$ cat config.mk
export PLATFORM = sky130hd
export DESIGN_NAME = ball_feed_arbiter_flat
export DESIGN_NICKNAME = d
export VERILOG_FILES = /design/src/rtl/ball_feed_arbiter_pkg.sv /design/src/rtl/ball_feed_arbiter_if.sv /design/src/rtl/ball_feed_arbiter_rr_pick3.sv /design/src/rtl/ball_feed_arbiter.sv /design/src/flat_wrapper.sv
export SDC_FILE = /design/constraint.sdc
export NUM_CORES = 1
export LEC_CHECK = 0
export CAP_MARGIN = 20
export CORE_MARGIN = 2
export CORE_UTILIZATION = 50
export DETAILED_ROUTE_END_ITERATION = 10
export GPL_TIMING_DRIVEN = 0
export HOLD_SLACK_MARGIN = 0.06
export PLACE_DENSITY_LB_ADDON = 0.2
export SLEW_MARGIN = 20
export SYNTH_ARGS = -nofsm -noshare
export SYNTH_HDL_FRONTEND = slang
export SYNTH_SLANG_ARGS = --single-unit
$ cat constraint.sdc
create_clock -name clk -period 3.7 [get_ports clk]
set_input_delay 0.74 -clock clk [delete_from_list [all_inputs] [get_ports clk]]
set_output_delay 0.74 -clock clk [all_outputs]
set_load 0.05 [all_outputs]
$ cat src/rtl/ball_feed_arbiter_pkg.sv
// Shared colour codes and FSM encodings for the ball chute arbiter and the detector.
// Pure definitions: no latency, no backpressure.
package ball_feed_arbiter_pkg;

    typedef logic [1:0] col_t;

    localparam col_t GC = 2'b00;
    localparam col_t BC = 2'b01;
    localparam col_t RC = 2'b10;

    typedef enum logic {
        IDLE  = 1'b0,
        OFFER = 1'b1
    } state_e;

    function automatic col_t next_col(input col_t c);
        return (c == RC) ? GC : col_t'(c + 2'd1);
    endfunction

    function automatic logic [2:0] col_onehot(input col_t c);
        return 3'b001 << c;
    endfunction

endpackage

$ cat src/rtl/ball_feed_arbiter_if.sv
// Hopper/chute/status bundle; master is the arbiter, slave is the surrounding logic.
// Signals only: no latency, valid/ready on the chute side.
interface ball_feed_arbiter_if #(
    parameter int CNT_W = 8
);
    import ball_feed_arbiter_pkg::*;

    logic             enable;
    logic             clr;
    logic [2:0]       req;
    logic [2:0]       gnt;
    logic             ball_vld;
    col_t             ball_col;
    logic             ball_rdy;
    logic [2:0]       seen;
    logic             triple_done;
    logic [CNT_W-1:0] triple_cnt;

    modport master (
        input  enable, clr, req, ball_rdy,
        output gnt, ball_vld, ball_col, seen, triple_done, triple_cnt
    );

    modport slave (
        output enable, clr, req, ball_rdy,
        input  gnt, ball_vld, ball_col, seen, triple_done, triple_cnt
    );

endinterface

$ cat src/rtl/ball_feed_arbiter_rr_pick3.sv
// Three-way round-robin picker: first set bit of i_pick searching from i_ptr upward mod 3.
// Purely combinational; no backpressure.
module ball_feed_arbiter_rr_pick3
    import ball_feed_arbiter_pkg::*;
(
    input  logic [2:0] i_pick,
    input  col_t       i_ptr,
    output logic       o_vld,
    output col_t       o_col
);

    col_t w_c1;
    col_t w_c2;

    assign w_c1 = next_col(i_ptr);
    assign w_c2 = next_col(w_c1);

    // Later assignments override earlier ones, so the search order reads bottom-up.
    always_comb begin
        o_vld = |i_pick;
        o_col = GC;
        if ((i_pick & col_onehot(w_c2)) != 3'b000)  o_col = w_c2;
        if ((i_pick & col_onehot(w_c1)) != 3'b000)  o_col = w_c1;
        if ((i_pick & col_onehot(i_ptr)) != 3'b000) o_col = i_ptr;
    end

endmodule

$ cat src/rtl/ball_feed_arbiter.sv
// Shares the detector chute among G/B/R hoppers, favouring colours missing from the current triple.
// Offer 1 cycle after request; back-to-back while ready; an offer is held untouched until ball_rdy.
module ball_feed_arbiter
    import ball_feed_arbiter_pkg::*;
#(
    parameter int CNT_W  = 8,
    parameter int STRICT = 0
) (
    input  logic                 clk,
    input  logic                 rst,
    ball_feed_arbiter_if.master  bus
);

    state_e           r_state;
    state_e           w_state_nx;
    col_t             r_col;
    col_t             w_col_nx;
    col_t             r_ptr;
    logic [2:0]       r_seen;
    logic             r_done;
    logic [CNT_W-1:0] r_cnt;

    logic       w_xfer;
    logic [2:0] w_seen_or;
    logic       w_complete;
    logic [2:0] w_seen_nx;
    col_t       w_ptr_nx;
    logic [2:0] w_miss;
    logic [2:0] w_pick;
    logic       w_win_vld;
    col_t       w_win_col;

    assign w_xfer     = (r_state == OFFER) && bus.ball_rdy;
    assign w_seen_or  = r_seen | (w_xfer ? col_onehot(r_col) : 3'b000);
    assign w_complete = w_xfer && (w_seen_or == 3'b111);
    assign w_seen_nx  = w_complete ? 3'b000 : w_seen_or;
    assign w_ptr_nx   = w_xfer ? next_col(r_col) : r_ptr;

    // Arbitration sees the mask and pointer as they will be after this cycle's transfer.
    assign w_miss = bus.req & ~w_seen_nx;
    assign w_pick = (w_miss != 3'b000) ? w_miss : ((STRICT != 0) ? 3'b000 : bus.req);

    ball_feed_arbiter_rr_pick3 u_pick (
        .i_pick (w_pick),
        .i_ptr  (w_ptr_nx),
        .o_vld  (w_win_vld),
        .o_col  (w_win_col)
    );

    always_comb begin
        w_state_nx = r_state;
        w_col_nx   = r_col;
        case (r_state)
            IDLE: begin
                if (bus.enable && w_win_vld) begin
                    w_state_nx = OFFER;
                    w_col_nx   = w_win_col;
                end
            end
            OFFER: begin
                if (bus.ball_rdy) begin
                    if (bus.enable && w_win_vld) begin
                        w_col_nx = w_win_col;
                    end else begin
                        w_state_nx = IDLE;
                    end
                end
            end
            default: w_state_nx = IDLE;
        endcase
    end

    always_ff @(posedge clk or negedge rst) begin
        if (!rst) begin
            r_state <= IDLE;
            r_col   <= GC;
            r_ptr   <= GC;
        end else begin
            r_state <= w_state_nx;
            r_col   <= w_col_nx;
            r_ptr   <= w_ptr_nx;
        end
    end

    // clr only touches group/status state; the chute handshake runs on regardless.
    always_ff @(posedge clk or negedge rst) begin
        if (!rst) begin
            r_seen <= 3'b000;
            r_done <= 1'b0;
            r_cnt  <= '0;
        end else if (bus.clr) begin
            r_seen <= 3'b000;
            r_done <= 1'b0;
            r_cnt  <= '0;
        end else begin
            r_seen <= w_seen_nx;
            r_done <= w_complete;
            if (w_complete && !(&r_cnt)) begin
                r_cnt <= r_cnt + CNT_W'(1);
            end
        end
    end

    assign bus.gnt         = w_xfer ? col_onehot(r_col) : 3'b000;
    assign bus.ball_vld    = (r_state == OFFER);
    assign bus.ball_col    = r_col;
    assign bus.seen        = r_seen;
    assign bus.triple_done = r_done;
    assign bus.triple_cnt  = r_cnt;

endmodule

$ cat src/flat_wrapper.sv
// flat-port wrapper written by rule: the top's interface ports become plain ports
module ball_feed_arbiter_flat import ball_feed_arbiter_pkg::*;
#(
    parameter int CNT_W  = 8,
    parameter int STRICT = 0
)
  (clk, rst, bus_enable, bus_clr, bus_req, bus_ball_rdy, bus_gnt, bus_ball_vld, bus_ball_col, bus_seen, bus_triple_done, bus_triple_cnt);
  ball_feed_arbiter_if #(.CNT_W(CNT_W)) bus_i ();
  input  logic clk;
  input  logic rst;
  input wire logic [$bits(bus_i.enable)-1:0] bus_enable;
  input wire logic [$bits(bus_i.clr)-1:0] bus_clr;
  input wire logic [$bits(bus_i.req)-1:0] bus_req;
  input wire logic [$bits(bus_i.ball_rdy)-1:0] bus_ball_rdy;
  output wire logic [$bits(bus_i.gnt)-1:0] bus_gnt;
  output wire logic [$bits(bus_i.ball_vld)-1:0] bus_ball_vld;
  output wire logic [$bits(bus_i.ball_col)-1:0] bus_ball_col;
  output wire logic [$bits(bus_i.seen)-1:0] bus_seen;
  output wire logic [$bits(bus_i.triple_done)-1:0] bus_triple_done;
  output wire logic [$bits(bus_i.triple_cnt)-1:0] bus_triple_cnt;
  assign bus_i.enable = bus_enable;
  assign bus_i.clr = bus_clr;
  assign bus_i.req = bus_req;
  assign bus_i.ball_rdy = bus_ball_rdy;
  assign bus_gnt = bus_i.gnt;
  assign bus_ball_vld = bus_i.ball_vld;
  assign bus_ball_col = bus_i.ball_col;
  assign bus_seen = bus_i.seen;
  assign bus_triple_done = bus_i.triple_done;
  assign bus_triple_cnt = bus_i.triple_cnt;
  ball_feed_arbiter #(.CNT_W(CNT_W), .STRICT(STRICT)) u_core (.clk(clk), .rst(rst), .bus(bus_i));
endmodule
==> results of run 1 <==
-- cell usage in the layout (no fill, tap or decap), drive strengths merged, types with 2 or more instances in the layout --
cell	count
xnor2	7
buf	5
o22ai	2
a31oi	4
nor3b	2
dfrtp	17
nor2	14
a21oi	8
clkdlybuf4s50	25
and4b	3
clkbuf	5
nor3	2
nand2b	4
nand3	6
nor4	3
nand4	3
nand2	14
inv	5
o21ai	3
a31o	2
-- where the power goes --
| group | total, mW | internal [mW] | leakage, nW | switching (mW) |
|---|---|---|---|---|
| sequential | 0.229 | 0.208 | 0.228 | 0.0210 |
| combinational | 0.319 | 0.131 | 0.326 | 0.188 |
| clock | 0.0954 | 0.0418 | 0.0150 | 0.0536 |
-- cell families after synthesis --
group / after synthesis / share of synthesized area (%)
and+or+nand+nor: 58 / 29.2
DFF: 17 / 39.0
buffers and inverters: 11 / 6.65
adders and majority gates: 1 / 1.15
AOI/OAI and AO/OA: 27 / 18.3
xor gates and xnor gates: 7 / 5.62
-- sequential cells by signal, summed over array words and instances, names as in the netlist --
register                count
u_core.bus.triple_cnt       8
u_core.bus.seen             3
u_core.bus.ball_col         2
u_core.r_ptr                2
u_core.bus.ball_vld         1
u_core.bus.triple_done      1
-- layout make-up --
class                   count  share of cell area [%]
plain buffers               6                    3.84
clock buffers               4                    1.88
inverters                   5                    1.34
multi-input cells          93                    42.3
flip-flops and latches     17                    30.4
well taps                  27                    2.41
repair buffers             25                    17.9
-- metrics by stage --
stage	power [mW]	instances
floorplan	0.460	121
global placement	0.540	173
detailed placement	0.548	173
CTS	0.643	177
global route	0.678	177
finish	0.643	177
-- path summary, 6_finish.rpt --
| check | to | slack (ps) |
|---|---|---|
| max in group asynchronous | u_core.bus.triple_cnt[7] | 2380 |
| setup / recovery | bus_gnt[1] | 460 |
| min in group asynchronous | u_core.r_ptr[1] | 870 |
| setup reg to reg | u_core.bus.ball_col[1] | 1640 |
| hold reg to reg | u_core.bus.triple_cnt[6] | 590 |
| hold / removal | u_core.bus.triple_cnt[6] | 590 |
-- layer usage --
layer / wire [µm] / vias to the layer above
li1: - / 501
met1: 1140 / 458
met2: 1150 / 48
met3: 168 / 4
met4: 17 / 0
met5: 0 / -
-- critical path, delay by kind of cell --
family	cells	cell delay, ps
buffers and inverters	3	1550
AND/OR/NAND/NOR	1	210
==> flow_summary.json, run 1 <==
{
  "routed_wirelength_um": 2480,
  "ctsHtreeMaxLevel": 1,
  "holdWs_ps": 592,
  "max_stage_delay_ps": 810,
  "critical_path.cell_chain": "clkdlybuf4s50_1 -> and4b_1 -> buf_2 -> clkdlybuf4s50_1",
  "layout.filler_cells": 164,
  "n_antenna_cell": 0,
  "viasPerCell": 5.71,
  "synth.top_cell.area_share_pct": 39.0,
  "cell_types_with_the_largest_area_share_after_synthesis": "dfrtp_1 (39%), xnor2_1 (5.6%), nand2_1 (4.8%)",
  "synth.avg_cell_area_um2": 9.02,
  "yosys_warnings": 0,
  "hold_path_depth": 2,
  "timing.critical_path.slowest_stage_cell": "clkdlybuf4s50_1",
  "worstHoldPathType": "reg2reg",
  "rr_worst_depth": 8,
  "dpl-instance-area_um2": 1380,
  "post_cts_setup_buffer_count": 0,
  "worst_hold_startpoint": "u_core.bus.triple_cnt[6]",
  "critical_path_peak_fanout": 8,
  "tritoncts_clock_tree": "yes",
  "detailedRoute.firstPassIterationCount": 4,
  "ant_nets": 0,
  "boundaryPins": 26,
  "cts_max_path_buffers": 2,
  "grt_util_met2_pct": 37.5,
  "ys_async_sr_fraction_pct": 100,
  "multi_input_logic_area_um2": 593,
  "power.static_leakage_nw": 0.570,
  "crit_path_setup_slack_layout_ps": 457,
  "postSynthNetCount": 130,
  "per_cell_routed_wire_length_um": 14.0,
  "core_region_area_um2": 2000,
  "grt_setup_unrepaired": "no",
  "crit_path_start": "bus_ball_rdy",
  "postSynth.topFlopCell": "dfrtp_1",
  "status": "complete, no violations",
  "period_minus_slack_ps": 3240,
  "timing.critical_path.arrival_ps": 2500,
  "die_w_um": 50.7,
  "critical-path-top-cell-by-count": "clkdlybuf4s50_1",
  "ir_drop_v": 0.000264,
  "initial_core_util_pct": 54.5,
  "worst_slew_margin_rel_pct": 53.2,
  "route.detailed.drc": 0,
  "global_route.usage.met1_pct": 27.4,
  "crit_end_category": "primary output",
  "worst-endpoint-required_ps": 2960,
  "cts_hold_buffers": 0,
  "place_ws_ps": 460,
  "first_global_vias": 988,
  "synth.yosys.seq_area_share_pct": 39.0,
  "fp.dieArea_um2": 2570,
  "worstSetupStartpointType": "input port",
  "placementRows": 16,
  "gpl_wtd_cong": 0.922,
  "post-synth-top-count-cell": "dfrtp_1",
  "clock_sinks": 17,
  "edff_count_synth": 0,
  "power.density_cell_area_nw_per_um2": 459,
  "seqCellArea_um2": 425,
  "postLayoutCoreUtil_pct": 70.0,
  "synth_largest_area_cell": "dfrtp_1",
  "cts_made_buffers": 3,
  "antenna_violations_before_repair": 0,
  "worst_clock_skew_ps": 6.88,
  "critPathKind": "in2out",
  "globalRouteTotalUtil_pct": 21.4,
  "hpwlAfterDp_um": 1840,
  "cts.clk_slew.worst_paths_ps": 100,
  "synth-seq-cells": 17,
  "synthesis.instances": 121,
  "grt_most_used_layer": "met2",
  "first_pass_grt_wire_length_um": 4220,
  "final_area_um2": 1400,
  "cts_root_buffer": "clkbuf_4",
  "hold_viol": 0,
  "syn_to_final_growth_pct": 28.4,
  "max_slew.worst_pin.slew_ps": 700,
  "drive_above_1_share_pct": 9.33,
  "timing.max_cap.violations": 0,
  "totalNegativeSetupSlack_ps": 0,
  "die_y_um": 50.7,
  "grt_overflow": 0,
  "unique_masters_post_synth": 43,
  "drtIter0Drc": 29,
  "grt_max_degree": 18,
  "route.vias.total": 1011,
  "setup_viol": 0,
  "timing.final.crit_share_pct": 87.7,
  "r2r-start": "u_core.bus.ball_col[0]",
  "worst_skew_pair.late_latency_ps": 280,
  "netlist_top_cells_count": "dfrtp_1 (17), nand2_1 (14), nor2_1 (14), a21oi_1 (7), xnor2_1 (7)",
  "port_buffers": 25,
  "nNetsFinal": 160,
  "cts_resized": 0,
  "gr-usage-met3_pct": 2.08,
  "max_clock_freq_mhz": 308,
  "netlist_area_um2": 1090,
  "timing.final.max_slew_violations": 0
}
Power figures use the tool's default switching activity.
==> inputs of run 2 (changes only) <==
--- a/config.mk
+++ b/config.mk
@@ -12,6 +12,7 @@
 export GPL_TIMING_DRIVEN = 0
 export HOLD_SLACK_MARGIN = 0.06
 export PLACE_DENSITY_LB_ADDON = 0.2
+export SETUP_SLACK_MARGIN = 0.02
 export SLEW_MARGIN = 20
 export SYNTH_ARGS = -nofsm -noshare
 export SYNTH_HDL_FRONTEND = slang
==> constraint.sdc (replaced) <==
create_clock -name clk -period 3.8 [get_ports clk]
set_input_delay 0.76 -clock clk [delete_from_list [all_inputs] [get_ports clk]]
set_output_delay 0.76 -clock clk [all_outputs]
set_load 0.05 [all_outputs]
==> results of run 2 <==
Same layout as run 1 (identical final DEF). Status: complete, no violations.
Main changes from that run: setup slack after placement 460 ps -> 520 ps; setup slack after layout 457 ps -> 517 ps; register-to-register setup slack 1640 ps -> 1740 ps; total power 0.643 mW -> 0.626 mW; worst IR drop on VDD 0.000264 V -> 0.000257 V
==> inputs of run 3 (changes only) <==
--- a/config.mk
+++ b/config.mk
@@ -5,6 +5,7 @@
 export SDC_FILE = /design/constraint.sdc
 export NUM_CORES = 1
 export LEC_CHECK = 0
+export ABC_AREA = 1
 export CAP_MARGIN = 20
 export CORE_MARGIN = 2
 export CORE_UTILIZATION = 50
==> flow_summary.json, run 3 <==
{
  "max_slew.worst_pin.slew_ps": 762,
  "worst_slew_margin_rel_pct": 49.0,
  "synthesis.instances": 140,
  "clock_sinks": 17,
  "finish.cell_count_without_fillers": 195,
  "most_common_cell_after_layout_fill_and_taps_aside": "nand2_1",
  "cts_made_buffers": 3,
  "postSynth.topFlopCell": "dfrtp_1",
  "multi_input_logic_area_um2": 504,
  "post_cts_setup_buffer_count": 0,
  "first_pass_grt_wire_length_um": 4010,
  "hold_viol": 0,
  "critical_path_peak_fanout": 7,
  "nNetsFinal": 178,
  "status": "complete, no violations",
  "edff_count_synth": 0,
  "crit_end_category": "primary output",
  "cts_max_path_buffers": 2,
  "totalNegativeSetupSlack_ps": 0,
  "critical_path.cell_chain": "clkdlybuf4s50_1 -> nand2_2 -> nor2_2 -> clkdlybuf4s50_1",
  "fp.dieArea_um2": 2450,
  "drtIter0Drc": 40,
  "crit_path_setup_slack_layout_ps": 608,
  "post-synth-top-count-cell": "nand2_1",
  "drive_above_1_share_pct": 13.7,
  "setup_viol": 0,
  "postLayoutCoreUtil_pct": 68.0,
  "max_clock_freq_mhz": 313,
  "port_buffers": 24,
  "synth_largest_area_cell": "dfrtp_1",
  "route.vias.total": 1008,
  "ir_drop_v": 0.000390,
  "timing.final.max_slew_violations": 0,
  "period_minus_slack_ps": 3190,
  "routed_wirelength_um": 2270,
  "worst_clock_skew_ps": 3.90,
  "cts_resized": 0,
  "place_ws_ps": 609,
  "synth.yosys.seq_area_share_pct": 41.2,
  "yosys_warnings": 0,
  "worstSetupStartpointType": "input port",
  "boundaryPins": 26,
  "viasPerCell": 5.17,
  "antenna_violations_before_repair": 0,
  "syn_to_final_growth_pct": 29.2,
  "layout.filler_cells": 172,
  "hpwlAfterDp_um": 1770,
  "netlist_top_cells_count": "nand2_1 (25), inv_1 (23), dfrtp_1 (17), nor2_1 (17), nand3_1 (12)",
  "cts_hold_buffers": 0,
  "worstHoldPathType": "reg2reg",
  "synth.top_cell.area_share_pct": 41.2,
  "gpl_wtd_cong": 0.854,
  "placementRows": 16,
  "route.detailed.drc": 0,
  "ctsHtreeMaxLevel": 1,
  "unique_masters_post_synth": 26,
  "cts_root_buffer": "clkbuf_4",
  "ys_async_sr_fraction_pct": 100,
  "tritoncts_clock_tree": "yes",
  "grt_setup_unrepaired": "no",
  "cp_top_family": "buffers and inverters",
  "report.power.total_mw": 0.679,
  "ant_nets": 0,
  "timing.max_cap.violations": 0,
  "dpl-instance-area_um2": 1310,
  "netlist_area_um2": 1030,
  "crit_cells": 4,
  "grt_overflow": 0,
  "worst_skew_pair.late_latency_ps": 300,
  "placedCellCount": 191,
  "most-common-layout-cells": "nand2_1 (25), clkdlybuf4s50_1 (24), inv_1 (23)",
  "globalRouteTotalUtil_pct": 21.3,
  "critPathKind": "in2out",
  "power.density_cell_area_nw_per_um2": 509,
  "per_cell_routed_wire_length_um": 11.7,
  "power.static_leakage_nw": 0.650,
  "timing.critical_path.arrival_ps": 2430,
  "final_area_um2": 1340,
  "rr_worst_depth": 12,
  "synth.avg_cell_area_um2": 7.38,
  "first_global_vias": 937,
  "n_antenna_cell": 0,
  "max_stage_delay_ps": 840,
  "initial_core_util_pct": 52.7,
  "timing.final.crit_share_pct": 84.0,
  "die_y_um": 49.5,
  "timing.critical_path.buf_inv": 2,
  "die_w_um": 49.5,
  "core_region_area_um2": 1960,
  "cts.clk_slew.worst_paths_ps": 100,
  "seqCellArea_um2": 425,
  "detailedRoute.firstPassIterationCount": 4,
  "hold_path_depth": 2,
  "grt_max_degree": 18,
  "synth-seq-cells": 17,
  "critical-path-top-cell-by-count": "clkdlybuf4s50_1",
  "worst-endpoint-required_ps": 3040,
  "timing.critical_path.slowest_stage_cell": "clkdlybuf4s50_1",
  "largest_register_ff_count": 8,
  "cell_types_with_the_largest_area_share_after_synthesis": "dfrtp_1 (41%), nand2_1 (9.1%), inv_1 (8.4%)",
  "postSynthNetCount": 149,
  "holdWs_ps": 558
}
[run 3: cell types whose count changed after synthesis, sizes merged, moves of 3 or more]
cell,previous run,this run
nand2b,4,0
nand3,6,16
xnor2,7,0
nand2,14,31
a31oi,4,0
and4b,3,0
nor4,3,0
nor3,2,7
inv,5,25
buf,5,1
nor2,14,20
[run 3: logic make-up (layout without fill, tap and decap cells)]
| logic type | Yosys count | count (layout) | share of synthesized area [%] |
|---|---|---|---|
| simple gates | 77 | 77 | 36.1 |
| buf+inv | 27 | 55 | 10.0 |
| compound gates | 17 | 17 | 10.7 |
| flops | 17 | 17 | 41.2 |
| fa+ha+maj | 1 | 1 | 1.21 |
| xor+xnor | 1 | 1 | 0.848 |
[run 3: cell type report]
type	instances	share of cell area, %
inverter	26	7.50
timing repair buffer	24	18.0
clock buffer	3	1.69
sequential	17	31.9
buffer	1	0.281
multi-input combinational	96	37.8
tap	27	2.53
clock inverter	1	0.375
[run 3: path summary, 6_finish.rpt]
| path | startpoint | end | slack, ps |
|---|---|---|---|
| setup / recovery | bus_ball_rdy | bus_gnt[1] | 610 |
| hold / removal | u_core.r_ptr[0] | u_core.r_ptr[0] | 560 |
| setup reg to reg | u_core.bus.ball_vld | u_core.bus.ball_col[1] | 1950 |
| hold reg to reg | u_core.r_ptr[0] | u_core.r_ptr[0] | 560 |
| max in group asynchronous | rst | u_core.r_ptr[1] | 2420 |
| min in group asynchronous | rst | u_core.bus.triple_cnt[0] | 900 |
[run 3: per-layer routing]
| metal | vias up | share of wire, % | track usage, % |
|---|---|---|---|
| met2 | 40 | 47 | 33.6 |
| met4 | 0 | 1.0 | 6.94 |
| met3 | 4 | 6.1 | 2.73 |
| met1 | 458 | 46 | 30.6 |
| met5 | - | 0 | 0 |
| li1 | 506 | - | - |
[run 3: tightest hold or removal path: stages (launching register included)]
cell and delay (ps):
dfrtp_1 340, a21oi_1 110, inv_1 80
[run 3: report_power, final]
part | total (mW) | switching (mW) | internal [mW]
Sequential | 0.230 | 0.0218 | 0.209
Clock | 0.100 | 0.0611 | 0.0392
Combinational | 0.348 | 0.236 | 0.112
==> patch, RTL diff (settings of run 3) <==
`STRICT` is set to 0 in 2 places; all go to 1.
--- a/src/rtl/ball_feed_arbiter.sv
+++ b/src/rtl/ball_feed_arbiter.sv
@@ -4,7 +4,7 @@
     import ball_feed_arbiter_pkg::*;
 #(
     parameter int CNT_W  = 8,
-    parameter int STRICT = 0
+    parameter int STRICT = 1
 ) (
     input  logic                 clk,
     input  logic                 rst,
--- a/src/flat_wrapper.sv
+++ b/src/flat_wrapper.sv
@@ -2,7 +2,7 @@
 module ball_feed_arbiter_flat import ball_feed_arbiter_pkg::*;
 #(
     parameter int CNT_W  = 8,
-    parameter int STRICT = 0
+    parameter int STRICT = 1
 )
   (clk, rst, bus_enable, bus_clr, bus_req, bus_ball_rdy, bus_gnt, bus_ball_vld, bus_ball_col, bus_seen, bus_triple_done, bus_triple_cnt);
   ball_feed_arbiter_if #(.CNT_W(CNT_W)) bus_i ();
Check against the original RTL: not equivalent (a bounded check fails within 4 cycles, from zero or initial values and one cycle with rst low).
==> patch against run 3 <==
Sequential cell count did not move. Die area decreased by 2.7%. Total power decreased by 2.6%. Wire length down 14%. Cell area fell by 1.6%. Area after synthesis fell by 2.9%. Worst setup slack worse by 22 ps. Critical endpoint is now bus_gnt[0].
==> patch: results (changes against run 3) <==
stage;metric;value;unit;change
synth;Seq/Total Area, Yosys;0.4239;;was 0.4116
place;Placer Congestion;0.8250;;was 0.8544
critical_path;CP max FO;6;;was 7
place;Area after DPL;1287;sq um;was 1308 sq um
critical_path;worst flop-to-flop path endpoint;u_core.bus.ball_col[0];;was u_core.bus.ball_col[1]
synth;post-synthesis adder-cell area fraction;0.01247;;was 0.01211
status;outcome;finished, final reports clean;;unchanged
global_routing;first-pass GRT wire length;3360;microns;was 4008 microns
place;post-DP HPWL;1610;microns;was 1771 microns
synth;synth unique cells;23;;was 26
cells_and_area;nets;171;;was 178
drt;routed wire length per instance;10.46;microns;was 11.66 microns
critical_path;CP arrival;2450;ps;was 2430 ps
timing;Worst Skew;8.654;ps;was 3.900 ps
place;Inst Count DP;184;;was 191
power_and_ir_drop;Seq pwr share;0.349;;was 0.339
timing;Hold Slack;530.8;ps;was 558.0 ps
critical_path;reg2reg setup slack;2120;ps;was 1950 ps
synth;Compound-Gate Fraction of Synth Area;0.1397;;was 0.1065
critical_path;worst r2r src;u_core.bus.ball_col[1];;was u_core.bus.ball_vld
drt;DR iter-0 viols;8;;was 40
synth;Synth area leaders;dfrtp_1 (42%), nand2_1 (8.6%), inv_1 (8.2%);;was dfrtp_1 (41%), nand2_1 (9.1%), inv_1 (8.4%)
timing;worst slew pin tran;757.6;ps;was 762.5 ps
critical_path;FF-to-FF path depth;10;;was 12
synth;syn_nets;141;;was 149
global_routing;Tot GR Track Use;0.1819;;was 0.2134
global_routing;vias in the first global route;811;;was 937
power_and_ir_drop;Leakage;0.6295;nW;was 0.6496 nW
drt;DRT Pass-1 Iters;3;;was 4
hold_path;Hold Path End;u_core.bus.triple_cnt[4];;was u_core.r_ptr[0]
place;pre-CTS setup slack;596.5;ps;was 609.1 ps
cells_and_area;fill cell count;168;;was 172
## patch: final cells by class
type / instances / area (sq um) / area share
clock buffers: 4 / 26.28 / 0.02000
inverters: 24 / 90.09 / 0.06857
repair buffers: 25 / 250.2 / 0.1905
multi-input cells: 91 / 488.0 / 0.3714
well taps: 27 / 33.78 / 0.02571
flip-flops and latches: 17 / 425.4 / 0.3238
## patch: worst max path at each step
stage | end | slack, ps
final | bus_gnt[0] | 590
after CTS | bus_gnt[0] | 580
after global routing | bus_gnt[0] | 520
after floorplan | u_core.bus.ball_col[0] | 1640
after global placement | bus_gnt[0] | 590
after detailed placement | bus_gnt[0] | 600
## patch: critical path: stages
cell and delay (ps):
clkdlybuf4s50_1 530, nand2_4 100, inv_2 80, nand2_1 70, inv_1 90, clkdlybuf4s50_1 810
## patch: layer usage
metal,track usage,part of all wire,vias to the layer above
met2,0.2991,0.48,17
met3,0.03988,0.041,2
met5,0,0,-
li1,-,-,476
met4,0.07143,0.012,0
met1,0.2339,0.47,431
